$ cat src/rtl/mod24_hour_pkg.sv
// ============================================================================
//  Module      : mod24_hour_pkg
//  Description : Shared constants, set-FSM state encoding and the 24h->12h
//                display mapping used by the clock counter stages.
//  Revision    : 1.0  initial release
// ============================================================================
`default_nettype none

package mod24_hour_pkg;

    // BCD limits for the hour stage
    localparam logic [3:0] BCD_MAX_UNIT       = 4'd9;
    localparam logic [3:0] HR_MAX_TENS        = 4'd2;
    localparam logic [3:0] HR_MAX_UNIT_AT_TOP = 4'd3;

    // Set-button FSM states
    typedef enum logic [1:0] {
        SET_IDLE   = 2'd0,
        SET_HOLD   = 2'd1,
        SET_REPEAT = 2'd2
    } set_state_e;

    // Map an internal 00..23 BCD hour to {pm, tens, units} in 12-hour form
    function automatic logic [8:0] hr_to_12h(input logic [3:0] tens, input logic [3:0] units);
        logic       pm_f;
        logic [3:0] t12;
        logic [3:0] u12;
        pm_f = (tens == 4'd2) || ((tens == 4'd1) && (units >= 4'd2));
        t12  = 4'd0;
        u12  = units;
        case (tens)
            4'd0: begin
                if (units == 4'd0) begin
                    t12 = 4'd1;
                    u12 = 4'd2;
                end
            end
            4'd1: begin
                if (units <= 4'd2) begin
                    t12 = 4'd1;
                end else begin
                    u12 = units - 4'd2;
                end
            end
            4'd2: begin
                // 20,21 -> 08,09 ; 22,23 -> 10,11
                if (units <= 4'd1) begin
                    u12 = units + 4'd8;
                end else begin
                    t12 = 4'd1;
                    u12 = units - 4'd2;
                end
            end
            default: begin
                t12 = 4'd0;
                u12 = 4'd0;
            end
        endcase
        return {pm_f, t12, u12};
    endfunction

endpackage

`default_nettype wire

$ cat src/rtl/mod24_hour_sync_edge.sv
// ============================================================================
//  Module      : mod24_hour_sync_edge
//  Description : Two-flop synchroniser with a history flop producing a
//                one-clock rising-edge pulse. Reset value is configurable so
//                a level already high at reset release produces no edge.
//  Revision    : 1.0  initial release
// ============================================================================
`default_nettype none

module mod24_hour_sync_edge #(
    parameter logic RST_VAL = 1'b1
) (
    input  logic clk,
    input  logic rst_n,
    input  logic d,
    output logic level,
    output logic rise
);

    logic r_s1;
    logic r_s2;
    logic r_s3;

    // Synchroniser chain plus one history stage for edge detection
    always_ff @(posedge clk or negedge rst_n) begin
        if (!rst_n) begin
            r_s1 <= RST_VAL;
            r_s2 <= RST_VAL;
            r_s3 <= RST_VAL;
        end else begin
            r_s1 <= d;
            r_s2 <= r_s1;
            r_s3 <= r_s2;
        end
    end

    assign level = r_s2;
    assign rise  = r_s2 & ~r_s3;

endmodule

`default_nettype wire

$ cat src/rtl/mod24_hour.sv
// ============================================================================
//  Module      : mod24_hour
//  Description : BCD hour counter 00..23 advanced by the minute-stage carry,
//                with day-rollover pulse and a hold-to-auto-repeat set button.
//                Optional macro HOUR_12H_EN adds a registered 12-hour display
//                mapping and drives the pm flag.
//  Revision    : 1.0  initial release
// ============================================================================
`default_nettype none

module mod24_hour
    import mod24_hour_pkg::*;
#(
    parameter int HOLD_CYC   = 50_000_000,
    parameter int REPEAT_CYC = 12_500_000,
    parameter int CNT_W      = 26
) (
    input  logic       clk,
    input  logic       rst_n,
    input  logic       carry_in,
    input  logic       set_btn,
    output logic [3:0] hr_1,
    output logic [3:0] hr_2,
    output logic       day_oc,
    output logic       set_active,
    output logic       pm
);

    localparam logic [CNT_W-1:0] c_hold_last   = CNT_W'(HOLD_CYC - 1);
    localparam logic [CNT_W-1:0] c_repeat_last = CNT_W'(REPEAT_CYC - 1);

    logic             w_inc_c;
    logic             w_carry_level_unused;   // carry path needs only the edge
    logic             w_set_rise;
    logic             w_set_lvl;
    logic             w_inc_s;
    logic             w_inc;
    logic             w_at_top;

    set_state_e       r_state;
    set_state_e       w_state_nxt;
    logic [CNT_W-1:0] r_timer;
    logic [CNT_W-1:0] w_timer_nxt;

    logic [3:0]       r_hr_1;
    logic [3:0]       r_hr_2;
    logic [3:0]       w_hr_1_nxt;
    logic [3:0]       w_hr_2_nxt;
    logic             r_day_oc;

    mod24_hour_sync_edge #(.RST_VAL(1'b1)) u_sync_carry (
        .clk   (clk),
        .rst_n (rst_n),
        .d     (carry_in),
        .level (w_carry_level_unused),
        .rise  (w_inc_c)
    );

    mod24_hour_sync_edge #(.RST_VAL(1'b1)) u_sync_set (
        .clk   (clk),
        .rst_n (rst_n),
        .d     (set_btn),
        .level (w_set_lvl),
        .rise  (w_set_rise)
    );

    // Set FSM state and hold/repeat timer registers
    always_ff @(posedge clk or negedge rst_n) begin
        if (!rst_n) begin
            r_state <= SET_IDLE;
            r_timer <= '0;
        end else begin
            r_state <= w_state_nxt;
            r_timer <= w_timer_nxt;
        end
    end

    // Set FSM next state: immediate step on press, then hold delay, then repeat
    always_comb begin
        w_state_nxt = r_state;
        w_timer_nxt = r_timer;
        w_inc_s     = 1'b0;
        case (r_state)
            SET_IDLE: begin
                if (w_set_rise) begin
                    w_inc_s     = 1'b1;
                    w_timer_nxt = '0;
                    w_state_nxt = SET_HOLD;
                end
            end
            SET_HOLD: begin
                if (!w_set_lvl) begin
                    w_state_nxt = SET_IDLE;
                    w_timer_nxt = '0;
                end else if (r_timer == c_hold_last) begin
                    w_inc_s     = 1'b1;
                    w_timer_nxt = '0;
                    w_state_nxt = SET_REPEAT;
                end else begin
                    w_timer_nxt = r_timer + 1'b1;
                end
            end
            SET_REPEAT: begin
                if (!w_set_lvl) begin
                    w_state_nxt = SET_IDLE;
                    w_timer_nxt = '0;
                end else if (r_timer == c_repeat_last) begin
                    w_inc_s     = 1'b1;
                    w_timer_nxt = '0;
                end else begin
                    w_timer_nxt = r_timer + 1'b1;
                end
            end
            default: begin
                w_state_nxt = SET_IDLE;
                w_timer_nxt = '0;
            end
        endcase
    end

    // A coincident carry and set step merge into a single increment
    assign w_inc    = w_inc_c | w_inc_s;
    assign w_at_top = (r_hr_2 == HR_MAX_TENS) && (r_hr_1 == HR_MAX_UNIT_AT_TOP);

    // BCD hour next value with 23 -> 00 wrap
    always_comb begin
        w_hr_1_nxt = r_hr_1;
        w_hr_2_nxt = r_hr_2;
        if (w_inc) begin
            if (w_at_top) begin
                w_hr_1_nxt = 4'd0;
                w_hr_2_nxt = 4'd0;
            end else if (r_hr_1 == BCD_MAX_UNIT) begin
                w_hr_1_nxt = 4'd0;
                w_hr_2_nxt = r_hr_2 + 4'd1;
            end else begin
                w_hr_1_nxt = r_hr_1 + 4'd1;
            end
        end
    end

    // Hour registers and carry-caused day rollover pulse
    always_ff @(posedge clk or negedge rst_n) begin
        if (!rst_n) begin
            r_hr_1   <= 4'd0;
            r_hr_2   <= 4'd0;
            r_day_oc <= 1'b0;
        end else begin
            r_hr_1   <= w_hr_1_nxt;
            r_hr_2   <= w_hr_2_nxt;
            r_day_oc <= w_inc_c & w_at_top;
        end
    end

    assign day_oc     = r_day_oc;
    assign set_active = (r_state != SET_IDLE);

`ifdef HOUR_12H_EN
    logic [3:0] r_disp_1;
    logic [3:0] r_disp_2;
    logic       r_pm;

    // Registered 12-hour display mapping of the internal 24-hour count
    always_ff @(posedge clk or negedge rst_n) begin
        if (!rst_n) begin
            r_pm     <= 1'b0;
            r_disp_2 <= 4'd0;
            r_disp_1 <= 4'd0;
        end else begin
            {r_pm, r_disp_2, r_disp_1} <= hr_to_12h(r_hr_2, r_hr_1);
        end
    end

    assign hr_1 = r_disp_1;
    assign hr_2 = r_disp_2;
    assign pm   = r_pm;
`else
    assign hr_1 = r_hr_1;
    assign hr_2 = r_hr_2;
    assign pm   = 1'b0;
`endif

endmodule

`default_nettype wire

$ cat config.mk
export PLATFORM = sky130hd
export DESIGN_NAME = mod24_hour
export DESIGN_NICKNAME = d
export VERILOG_FILES = /design/src/rtl/mod24_hour_pkg.sv /design/src/rtl/mod24_hour_sync_edge.sv /design/src/rtl/mod24_hour.sv
export SDC_FILE = /design/constraint.sdc
export NUM_CORES = 1
export LEC_CHECK = 0
export ABC_AREA = 1
export CAP_MARGIN = 40
export CORE_MARGIN = 1.5
export CORE_UTILIZATION = 55
export CTS_BUF_LIST = sky130_fd_sc_hd__clkbuf_8
export CTS_CLUSTER_DIAMETER = 150
export DETAILED_ROUTE_END_ITERATION = 12
export GPL_TIMING_DRIVEN = 1
export PLACE_DENSITY = 0.8
export SETUP_SLACK_MARGIN = 0.1
export SLEW_MARGIN = 5
export SYNTH_ARGS = -nofsm -noshare
export SYNTH_HDL_FRONTEND = slang
export SYNTH_HIERARCHICAL = 1
export SYNTH_SLANG_ARGS = --single-unit
$ cat constraint.sdc
create_clock -name clk -period 1.6 [get_ports clk]
set_input_delay 0.24 -clock clk [delete_from_list [all_inputs] [get_ports clk]]
set_output_delay 0.24 -clock clk [all_outputs]
set_load 0.01 [all_outputs]
# == Word-level counts from Yosys, hierarchy flattened ==
# Index checks and enable logic that the tools add are counted.
# classes
addsub,3
eq_ne,10
muxes,21
n_bitwise,6
reduce_logical,6
# ops
cell,n
$mux 26,5
$pmux 26 s3,1
$add 26x1->26 const B,1
$eq 26x24->1 const B,1
$eq 26x26->1 const B,1
$mux 4,4
$add 4x1->4 const B,2
$eq 4x2->1 const B,2
$mux 2,4
$pmux 2 s3,1
$mux 1,5
$eq 4x4->1 const B,1
$reduce_bool 2->1,2
$and 1x1->1,3
$ne 3x3->1 const B,1
$pmux 1 s3,1
$reduce_and 3->1,1
$eq 2x1->1 const B,1
$eq 2x2->1 const B,1
$logic_not 2->1,1
$ne 2x1->1 const B,1
$ne 2x2->1 const B,1
$not 1->1,2
$reduce_and 2->1,1
other kinds (2),2
# word_totals
regBits,43
in_bits,4

# == Depth between registers and ports, before layout ==
# Gate-level depths: netlist of run 1.
# depth
word_depth,6
depth_mapped,15
mapped_depth_nobuf,14

# == By module ==
# Netlist of run 1, hierarchy kept.
# modules_own_cells
mod,instances,cells_each,area_per_inst_um2,seq_area_each_um2
mod24_hour,1,315,2394.8,925.9
mod24_hour_sync_edge,2,5,88.8,78.8

# == Least setup slack after synthesis of run 1 ==
# No wires, ideal clock.
# synth_path
path_type,register -> register
start,register r_state[0]
end,register r_timer[16]
setup_time_ns,0.119
arrival_ns,1.694
path_slack_ns,-0.213
path_stages_with_launch,15
n_path_buf,1
synth_period_minus_slack_ns,1.813
cell_sequence,dfrtp_1 > inv_1 > ha_1 > inv_2 > or2_1 > buf_6 > clkinv_8 > nor2_8 > nand2_4 > nor3_4 > nand2_2 > nor2_4 > nand2_1 > nand2_1 > a21oi_2
# synth_between
elab_chain_cells,2
# synth_lines
element,line_no,source
start: declaration,mod24_hour.sv:40,set_state_e r_state;
start signal: assignment,mod24_hour.sv:73,r_state <= w_state_nxt;
"$eq 2x2->1, or another cell as far along",mod24_hour.sv:83,case (r_state)
$pmux 26 s3 / $ne 2x1->1 (equally long branches),n/a,
end signal: assignment,mod24_hour.sv:74,r_timer <= w_timer_nxt;
end: declaration,mod24_hour.sv:42,logic [CNT_W-1:0] r_timer;
# Several ways; a longest one is shown, not always the timed one.
# A chain may end at the register's enable or synchronous reset.

# == Worst setup path after layout of run 1 ==
# layout_path
start,register u_sync_set.r_s2 (netlist: u_sync_set/level)
end,register r_timer[14]
# layout_between
elab_chain_cells,2
# layout_lines
element,line_no,source
start: declaration,mod24_hour_sync_edge.sv:21,logic r_s2;
start signal: assignment,mod24_hour_sync_edge.sv:32,r_s2 <= r_s1;
$and 1x1->1,mod24_hour_sync_edge.sv:38,assign rise = r_s2 & ~r_s3;
net w_set_rise,mod24_hour.sv:34,logic w_set_rise;
$ne 2x1->1 (no source line),n/a,
# The timed path passes the listed nets, and every way through them passes these cells.

==> results.txt, run 1 <==
Global Route Usage Sum = 33.7%
fin crit share = 136%
Pint = 3020 uW
CP peak stage delay = 570 ps
detailed-route via count = 3035
# clock sinks = 43
GR Util met3 = 7.59%
post-route ant nets = 0
CP max stage cell = dfstp_2
clock network fraction of design power = 16.6%
crit path launch = u_sync_set/level
CTS clk-pin slew, worst paths = 90 ps
# placed instances = 446
WP buf/inv = 5
layout cells sized above 1 = 50.6%
Syn Area/Cell = 7.92 um2
post-route worst setup slack = -572 ps
Crit path max-delay family = simple AND/OR/NAND/NOR gates
HPWL after DPL = 4630 um
CTS tree = done
cts bufs inserted = 5
combinational share of power = 59.0%
hold-critical path endpoint = u_sync_carry/r_s1
Worst R2R End = r_timer[14]
crit path capture type = register
met1 Resource Use GR = 39.2%
Layout Nets = 447
Async SR Flop Fraction = 100%
register area share after synthesis = 42.1%
DR iter-0 viols = 471
setup_tns = -12380 ps
Worst Reg-to-Reg Cells = 14
IO buf count = 13
Max Clk Rate = 460 MHz
latest clock arrival within the worst-skew pair = 320 ps
crit path time final = 2170 ps
crit path max fanout = 4
initial antenna violation count = 0
vias in the first global route = 2830
I/O pin count = 15
FF+latch area = 0.00109 mm2
die height = 71.4 um
Worst R2R Setup Slack = -570 ps
DP Worst Slack = -257 ps
switching portion of total power = 43.3%
post-synth cell types = 35
leakage = 0.00195 uW
hold_sp = carry_in
Area contributors post-synth = dfrtp_1, nand2_1, nor2_1, inv_1, dfstp_2
core area = 0.00441 mm2
H-tree depth = 2
Synth area leader = dfrtp_1
failing checks = negative setup slack
routability cong. = 0.971
Post-Route WL = 11000 um
antenna cells = 0
Post-synth EDFFs = 0
Required @ worst endpoint = 1860 ps
Area Overhead vs Synth = 59.6%
Yosys reg bits = 43
cell area after synthesis = 0.00257 mm2
DRC Markers = 0
busiest grt layer = met2
Syn Nets = 338
Sequential Power Share = 24.3%
DIE AREA = 0.00510 mm2
largest net degree at the start of global routing = 44
Mapped Cells = 325
Starting Density = 58.3%
Final Hold Vio Count = 0
Multi-input gate area = 0.00171 mm2
Psw = 2310 uW
max_cap viols = 0
outcome = complete, but fails checks
Synth top area share = 36.0%
CP Cell Sequence = inv_2 > nor2_2 > or2_1 > buf_6 > clkinv_8 > nor2_8 > nand2_4 > nor3_4 > nand2_2 > nor2_4 > buf_4 > buf_4 > nor2_1 > nor2_1
drt wl/cell = 22.6 um
global-route wire length before repair = 13100 um
post-DR vias/cell = 6.23
crit path DAT = 2430 ps
Final Slew Violations = 0
final cell count without fillers = 487
worst flop-to-flop path startpoint = u_sync_set/level
hold path depth = 1
met2 usage = 58.3%
Synth Flop Type = dfrtp_1
drt first pass iters = 9
worst vdd ir = 0.995 mV
CTS root buf = clkbuf_8
gr ovfl total = 0
startpoint types = register
pwr/cell area = 1300 mW/mm2
clk buf depth = 2
Fill cells = 131
HP Class = in -> reg
RSZ-0062 raised after global routing = true
Critical Setup Path Class = reg -> reg
# rows = 24
Min Hold Slack = 325 ps
yosys warns = 6
die width = 71.4 um
Final setup viols = 36
clk_skew = 14.9 ps
logic make-up (layout without fill, tap and decap cells):
logic type / Yosys count / in the layout / share of synthesized area [%]
buf+inv: 55 / 165 / 9.63
compound gates: 17 / 17 / 3.60
fa+ha+maj: 9 / 9 / 4.38
other cells: 1 / 1 / 0.146
simple gates: 183 / 183 / 34.3
xor+xnor: 17 / 17 / 5.79
flops: 43 / 43 / 42.1
placed cells by master (no fill, tap or decap), types with 4 or more instances in the layout:
cell type / n
o21ai_2: 4
nand2_2: 22
nor2_1: 35
nand3_2: 9
nand2_4: 7
dlygate4sd2_1: 5
dfrtp_2: 4
nand2_1: 45
dfrtp_1: 33
xor2_1: 8
clkbuf_8: 5
nor2_2: 9
nor3_1: 4
nor3_4: 4
ha_1: 5
inv_2: 10
nand3_1: 16
buf_6: 10
nand4_1: 4
a21oi_2: 4
dfstp_2: 6
nor2_4: 15
inv_1: 39
buf_4: 76
xnor2_1: 5
worst register-to-register path: stages (launching register included):
cell and delay (ps):
dfstp_2 570, inv_2 40, nor2_2 90, or2_1 160, buf_6 150, clkinv_8 70
nor2_8 110, nand2_4 80, nor3_4 150, nand2_2 120, nor2_4 180, buf_4 150
buf_4 100, nor2_1 40, nor2_1 90
Yosys cell counts, drive strengths merged (4+ instances only):
cell type and instances:
nand4 4, xnor2 5, buf 4, o21ai 8, dfrtp 37, xor2 12, nor3 10, a21oi 7
ha 9, nand2 75, dfstp 6, nand3 28, nor2 60, inv 50
metrics by stage:
stage	instance area [um2]	total power [uW]	utilization [%]
5_1_grt	4110	5500	93.0
6_report	4110	5330	93.0
3_3_place_gp	3220	2900	73.0
3_5_place_dp	3220	2970	73.0
4_1_cts	3710	4450	84.1
2_1_floorplan	2610	2290	-
repair_timing:
action,CTS,global route
pin swaps,31,26
hold buffers,1,0
endpoints found under the setup margin,44,39
resized for setup,79,67
gates cloned,3,0
endpoints found under the hold margin,37,0
buffers inserted,15,17
cell type report:
class                      instances  share of cell area, %
multi-input combinational        227                   41.6
tap                               52                   1.58
timing repair inverter             3                  0.823
clock buffer                       5                   1.68
sequential                        43                   26.5
clock inverter                     3                   1.07
inverter                          51                   5.27
timing repair buffer             103                   21.4
registers in the layout (all words and copies together) (netlist names):
register / flops
u_sync_carry/r_s1: 1
u_sync_set/r_s1: 1
day_oc: 1
hr_2: 4
r_state: 2
u_sync_carry/level: 1
u_sync_set/r_s3: 1
hr_1: 4
u_sync_carry/r_s3: 1
r_timer: 26
u_sync_set/level: 1
worst max-delay path by stage:
| stage | endpoint | slack (ps) | depth (start not counted) |
|---|---|---|---|
| after floorplan | r_timer[16] | -180 | 14 |
| final | r_timer[14] | -570 | 14 |
| after global placement | r_timer[16] | -140 | 13 |
| after CTS | r_timer[16] | -260 | 14 |
| after global routing | r_timer[14] | -640 | 14 |
| after detailed placement | r_timer[16] | -260 | 13 |
power groups by stage:
stage | clock network [uW] | logic, uW | registers [uW]
2_1_floorplan | 0 | 913 | 1370
3_3_place_gp | 0 | 1580 | 1310
3_5_place_dp | 0 | 1650 | 1320
4_1_cts | 869 | 2290 | 1290
5_1_grt | 935 | 3260 | 1300
6_report | 887 | 3140 | 1300
metal layers:
layer | vias up | wire [um] | part of all wire, %
li1 | 1217 | - | -
met1 | 1438 | 3660 | 33
met2 | 271 | 5200 | 47
met3 | 109 | 1220 | 11
met4 | 0 | 928 | 8.4
met5 | - | 0 | 0
Power figures use the tool's default switching activity.
==> run 2: changes to the inputs <==
Settings changed: ABC_AREA 1 to unset, MAX_ROUTING_LAYER set to met4, PLACE_DENSITY 0.8 to 0.81, SKIP_CTS_REPAIR_TIMING set to 1.
==> results.txt, run 2 <==
Mapped Cells = 227
CP max stage cell = or4bb_1
I/O pin count = 15
max_cap viols = 0
Required @ worst endpoint = 1800 ps
max FFs per register = 26
yosys warns = 6
antenna cells = 0
DR iter-0 viols = 282
HP Class = in -> reg
Starting Density = 57.2%
commonest cells after routing, fill and taps aside = buf_4, dfrtp_1, nand2_1, nand3_1, nor2_1
hold-critical path endpoint = u_sync_carry/r_s1
Max Clk Rate = 413 MHz
largest net degree at the start of global routing = 44
IO buf count = 13
routability cong. = 0.839
CTS tree = done
Post-synth EDFFs = 0
global-route wire length before repair = 9080 um
initial antenna violation count = 0
Final Hold Vio Count = 0
Synth top area share = 40.8%
most frequent cell after synthesis = dfrtp_1
Min Hold Slack = 338 ps
leakage = 0.00161 uW
Layout Nets = 336
Final setup viols = 36
DRC Markers = 0
Synth area leader = dfrtp_1
# clock sinks = 43
detailed-route via count = 2251
drt wl/cell = 19.6 um
pwr/cell area = 1070 mW/mm2
Worst Reg-to-Reg Cells = 7
HPWL after DPL = 3990 um
layout cells sized above 1 = 43.2%
Async SR Flop Fraction = 100%
die height = 67.3 um
core area = 0.00397 mm2
post-route ant nets = 0
gr ovfl total = 0
# rows = 23
CP peak stage delay = 530 ps
crit path time final = 2420 ps
latest clock arrival within the worst-skew pair = 310 ps
post-synth cell types = 46
Global Route Usage Sum = 27.7%
commonest non-fill, non-tap cell in the layout = buf_4
post-route worst setup slack = -823 ps
fin crit share = 151%
crit path max fanout = 8
Syn Area/Cell = 10.0 um2
crit path DAT = 2620 ps
worst flop-to-flop path startpoint = r_timer[14]
vias in the first global route = 2062
Yosys reg bits = 43
Critical Setup Path Class = reg -> reg
drt first pass iters = 5
cell area after synthesis = 0.00227 mm2
Synth Flop Type = dfrtp_1
crit path capture type = register
register area share after synthesis = 47.7%
Syn Nets = 240
die width = 67.3 um
Post-synth top cells = dfrtp_1, nor2_1, nand2_1, nand3_1, xnor2_1
Final Slew Violations = 0
DIE AREA = 0.00452 mm2
Area Overhead vs Synth = 47.7%
hold_sp = carry_in
clk_skew = 4.92 ps
startpoint types = register
outcome = complete, but fails checks
hold path depth = 1
H-tree depth = 2
Worst R2R Setup Slack = -820 ps
Post-Route WL = 7340 um
Layout Utilization = 84.5%
CTS root buf = clkbuf_8
Power Total = 3600 uW
clk buf depth = 2
DP Worst Slack = -795 ps
cts bufs inserted = 5
register with the most flip-flops = r_timer
Area contributors post-synth = dfrtp_1, dfstp_2, ha_1, xnor2_1, nor2_1
post-DR vias/cell = 6.02
Worst R2R End = hr_2[0]
CP Cell Sequence = or4bb_1 > or4_4 > mux2i_2 > a211oi_2 > buf_6 > buf_4 > o41ai_1
RSZ-0062 raised after global routing = true
failing checks = negative setup slack
CTS clk-pin slew, worst paths = 80 ps
worst vdd ir = 0.929 mV
## run 2: cell count changes in the layout (fill, tap and decap cells not counted), sizes merged, moves of 5 or more
cell,before,now
nand2b,0,6
nand3,28,18
nor3,10,5
dlymetal6s2s,3,8
nor2,60,25
buf,91,79
nand2,75,18
dlygate4sd2,5,0
xnor2,5,12
nor2b,0,6
inv,52,11
## run 2: worst max-delay path, delay by kind of cell (launching register included)
kind / cells / cell delay, ps
DFF: 1 / 420
AOI/OAI and AO/OA: 2 / 380
muxes: 1 / 180
and+or+nand+nor: 2 / 1030
buffers and inverters: 2 / 300
## run 2: how the worst max path moves through the flow
stage	cells after the start	from	endpoint	slack (ps)
2_1_floorplan	8	r_timer[6]	r_timer[20]	-720
4_1_cts	6	r_timer[14]	hr_2[2]	-800
5_1_grt	7	r_timer[14]	hr_2[0]	-860
6_report	7	r_timer[14]	hr_2[0]	-820
3_3_place_gp	6	r_timer[14]	hr_2[2]	-660
3_5_place_dp	6	r_timer[14]	hr_2[2]	-800
## run 2: where the power goes
group	internal, uW	switching (uW)
logic	735	826
clock network	388	388
registers	1190	71.7
## run 2: cell families after synthesis
family / Yosys count / share of synthesized area [%]
AND/OR/NAND/NOR: 106 / 25.0
flip-flops: 43 / 47.7
AO/OA/AOI/OAI: 32 / 9.86
XOR/XNOR: 20 / 7.71
buffers and inverters: 14 / 3.69
adder cells (fa/ha/maj): 9 / 4.96
multiplexers: 2 / 0.937
other: 1 / 0.165
## run 2: metrics by stage
step / instance area [um2] / instances / setup TNS [ps]
after floorplan: 2280 / 227 / -20700
after global placement: 2970 / 357 / -21180
after detailed placement: 2970 / 357 / -23290
after CTS: 3070 / 365 / -24180
after global routing: 3350 / 374 / -27690
final: 3350 / 374 / -26290
## run 2: area by class of cell
type,instances,area (um2)
fillers,183,617
flip-flops and latches,43,1080
multi-input cells,172,1310
clock buffers,7,96.3
repair buffers,91,763
well taps,50,62.6
inverters,10,37.5
clock inverters,1,3.75
## run 2: layer usage
metal,vias to the layer above,GRT usage (%),share of wire [%]
met5,-,-,0
met4,0,11.2,4.9
met3,42,5.50,6.7
met2,131,48.1,51
met1,1083,31.2,37
li1,995,-,-
==> run 3: changes to the inputs <==
Settings changed: MAX_ROUTING_LAYER met4 to unset, PLACE_DENSITY 0.81 to unset, PLACE_DENSITY_LB_ADDON set to 0.25, SLEW_MARGIN 5 to unset.
==> results.txt, run 3 (synthesis results as in run 2) <==
crit path capture type = register
IO buf count = 13
dpl cell area = 0.00295 mm2
drt wl/cell = 16.4 um
routability cong. = 0.875
clk buf depth = 2
CTS root buf = clkbuf_8
outcome = complete, but fails checks
leakage = 0.00159 uW
# clock sinks = 43
commonest non-fill, non-tap cell in the layout = buf_4
Area Overhead vs Synth = 42.9%
startpoint types = register
register with the most flip-flops = r_timer
H-tree depth = 2
HP Class = reg -> reg
HPWL after DPL = 3740 um
Fill cells = 236
DIE AREA = 0.00452 mm2
top sig layer = met4
pwr/cell area = 1020 mW/mm2
Layout Nets = 335
Layout Utilization = 81.7%
latest clock arrival within the worst-skew pair = 290 ps
post-DR vias/cell = 5.66
failing checks = negative setup slack
CTS tree = done
CTS clk-pin slew, worst paths = 80 ps
Critical Setup Path Class = reg -> reg
Final Slew Violations = 0
DR iter-0 viols = 137
max FFs per register = 26
global-route wire length before repair = 8160 um
Max Clk Rate = 410 MHz
commonest cells after routing, fill and taps aside = buf_4, dfrtp_1, nor2_1
Post-Route WL = 6110 um
die height = 67.3 um
clk_skew = 12.7 ps
Starting Density = 57.2%
post-route worst setup slack = -841 ps
die width = 67.3 um
vias in the first global route = 1857
initial antenna violation count = 0
DRC Markers = 0
I/O pin count = 15
cell area after layout = 0.00324 mm2
detailed-route via count = 2111
RSZ-0062 raised after global routing = true
largest net degree at the start of global routing = 44
drt first pass iters = 6
fin crit share = 153%
DRT met1 WL = 2640 um
antenna cells = 0
Final setup viols = 36
Worst R2R Setup Slack = -840 ps
# rows = 23
Final Hold Vio Count = 0
layout cells sized above 1 = 36.2%
gr ovfl total = 0
Min Hold Slack = 356 ps
Global Route Usage Sum = 23.9%
crit path max fanout = 8
crit path DAT = 2610 ps
WL met3 = 235 um
WL met2 = 3120 um
cts bufs inserted = 5
max_cap viols = 0
crit path time final = 2440 ps
core area = 0.00397 mm2
worst vdd ir = 0.772 mV
post-route ant nets = 0
Required @ worst endpoint = 1770 ps
[run 3: worst paths after layout]
path | startpoint | cells past startpoint | to
max reg2reg | r_timer[22] | 8 | hr_2[0]
min in group asynchronous | rst_n | 3 | r_timer[4]
max in group asynchronous | rst_n | 3 | u_sync_carry/level
min reg2reg | u_sync_carry/r_s1 | 0 | u_sync_carry/level
max | r_timer[22] | 8 | hr_2[0]
min | u_sync_carry/r_s1 | 0 | u_sync_carry/level
[run 3: per-stage QoR]
stage	total power (uW)	setup WS, ps	TNS [ps]	instances
2_1_floorplan	1890	-720	-20700	227
3_3_place_gp	2410	-701	-20760	355
3_5_place_dp	2440	-876	-24630	355
4_1_cts	3080	-886	-24900	363
5_1_grt	3490	-883	-27570	373
6_report	3320	-841	-25510	373
[run 3: routing by layer]
layer	GRT usage, %	vias up
li1	-	993
met1	30.7	1037
met2	40.1	62
met3	5.50	19
met4	7.65	0
met5	0	-
[run 3: final cells by class]
class                   count  area [um2]  share of cell area, %
clock inverters             3        12.5                  0.386
flip-flops and latches     43        1080                   33.4
multi-input cells         172        1230                   37.8
inverters                  10        37.5                   1.16
well taps                  50        62.6                   1.93
clock buffers               5        68.8                   2.12
repair buffers             90         752                   23.2
[run 3: worst max-delay path, cell delays in order (launching register included)]
cell	delay (ps)
dfrtp_1	390
or4b_1	520
or4_4	520
mux2i_2	170
a211oi_2	120
buf_6	170
buf_6	130
o21ai_1	170
o41ai_1	120
[run 3: where the power goes]
group	leakage, uW	switching, uW	internal (uW)	total, uW
clock network	0.0000505	349	294	643
registers	0.000566	56.9	1190	1250
logic	0.000976	721	706	1430
==> variant, RTL diff (config.mk and constraints of run 2) <==
Build with the macro `HOUR_12H_EN` defined.
--- a/src/rtl/mod24_hour.sv
+++ b/src/rtl/mod24_hour.sv
@@ -9,2 +9,4 @@
 `default_nettype none
+
+`define HOUR_12H_EN
 
Formal check against the unedited RTL: not equivalent (a bounded check fails within 4 cycles, from zero or initial values and one cycle with rst_n low).
==> variant against run 2 <==
The run still ends with negative setup slack left. Sequential power is 19% higher. Critical endpoint is now r_timer[8]. Largest cell class unchanged. Die area is 20% higher. Fmax is 10% higher. Highest routed layer unchanged. Power is 29% higher. Area after synthesis is 21% higher. Critical path type unchanged. Sequential cell count is 6 higher. First-iteration DRC count is 13% lower. Cell area is 17% higher. Worst setup slack better by 0.23 ns. Routed wire length is 14% higher.
==> variant: results (changes against run 2) <==
status - finished with violations
failing checks - negative setup slack
Yosys cell types - 58 (+26%)
share of cells above drive strength 1 - 40.6% (-2.6 points)
first-pass iteration count of the detailed router - 4 (-1)
CTS clk-pin slew, worst paths - 0.10 ns (+0.02 ns)
Critical Path AT - 2.47 ns (-0.15 ns)
Core ar. - 0.00475 sq mm (+20%)
FILL cells - 268 (+46%)
Synth area leaders - dfrtp_1 39%, dfstp_2 5.7%, ha_1 5.0%
WL met1 - 3.14 mm (+15%)
placer congestion estimate - 0.927 (+11%)
met3 wire length - 410 um (-17%)
post-DP HPWL - 5.06 mm (+27%)
Clock Skew - 0.0141 ns (+0.00920 ns)
Final TNS setup - -16.92 ns (+9.36 ns)
first-pass GRT wire length - 11.2 mm (+23%)
endpoints failing setup - 36 (unchanged)
WL met2 - 4.21 mm (+12%)
post-synthesis sequential area ratio - 44.9% (-2.9 points)
vias - 2,658 (+18%)
Min-Delay Endpoint - u_sync_set/r_s1
routed len/inst - 19.0 um (-3.1%)
initial DRC count - 245 (-13%)
Final Worst Setup Slack - -0.594 ns (+0.229 ns)
IO Port Bufs - 11 (-2)
Total Routing Usage GR - 28.2% (+0.53 points)
routing usage on met3 - 5.08% (-0.42 points)
dpl cell area - 0.00351 sq mm (+18%)
pre-CTS WS - -0.536 ns (+0.259 ns)
Worst setup startpoint - r_timer[0]
leakage power - 0.00182 uW (+13%)
## variant: cell types whose count changed after synthesis, moves of 4 or more
cell | before | now
nand3_1 | 18 | 11
nor2_1 | 25 | 32
clkbuf_1 | 1 | 7
dfrtp_1 | 37 | 43
a21oi_1 | 4 | 9
a21o_1 | 3 | 7
buf_4 | 1 | 5
nand2b_1 | 6 | 2
nand4_1 | 7 | 11
nor4_1 | 4 | 0
## variant: final cells by class
cell class / instances / area (sq um) / share of cell area [%]
Multi-Input combinational cell: 211 / 1640 / 41.8
Clock buffer: 5 / 68.8 / 1.76
Sequential cell: 49 / 1230 / 31.5
Clock inverter: 3 / 68.8 / 1.76
Tap cell: 67 / 83.8 / 2.14
Inverter: 11 / 41.3 / 1.05
Timing Repair Buffer: 93 / 785 / 20.0
## variant: critical path: stages, from the launching register on
cell     delay [ns]
dfrtp_1        0.43
ha_4           0.20
and4_1         0.25
and2_1         0.19
a31oi_2        0.20
a41oi_2        0.08
buf_12         0.19
buf_12         0.12
nor4b_1        0.34
a21o_1         0.12
## variant: metrics by stage
stage	total power, uW	instances
global route	4870	439
CTS	4260	428
finish	4650	439
global placement	3140	420
detailed placement	3200	420
floorplan	2500	285
## variant: kinds of logic after synthesis
kind of cell,Yosys count,share of synthesized area [%]
DFF,49,44.9
buffers and inverters,25,4.41
muxes,4,1.59
other,1,0.136
AOI/OAI and AO/OA,52,12.9
and+or+nand+nor,124,25.7
adders and majority gates,11,5.00
xor gates and xnor gates,17,5.41
## variant: power groups by stage
stage,combinational (uW),clock (uW),sequential (uW)
final,2050,1090,1510
after global routing,2210,1130,1530
after CTS,1690,1080,1500
after detailed placement,1680,0,1520
after global placement,1630,0,1510
after floorplan,948,0,1550
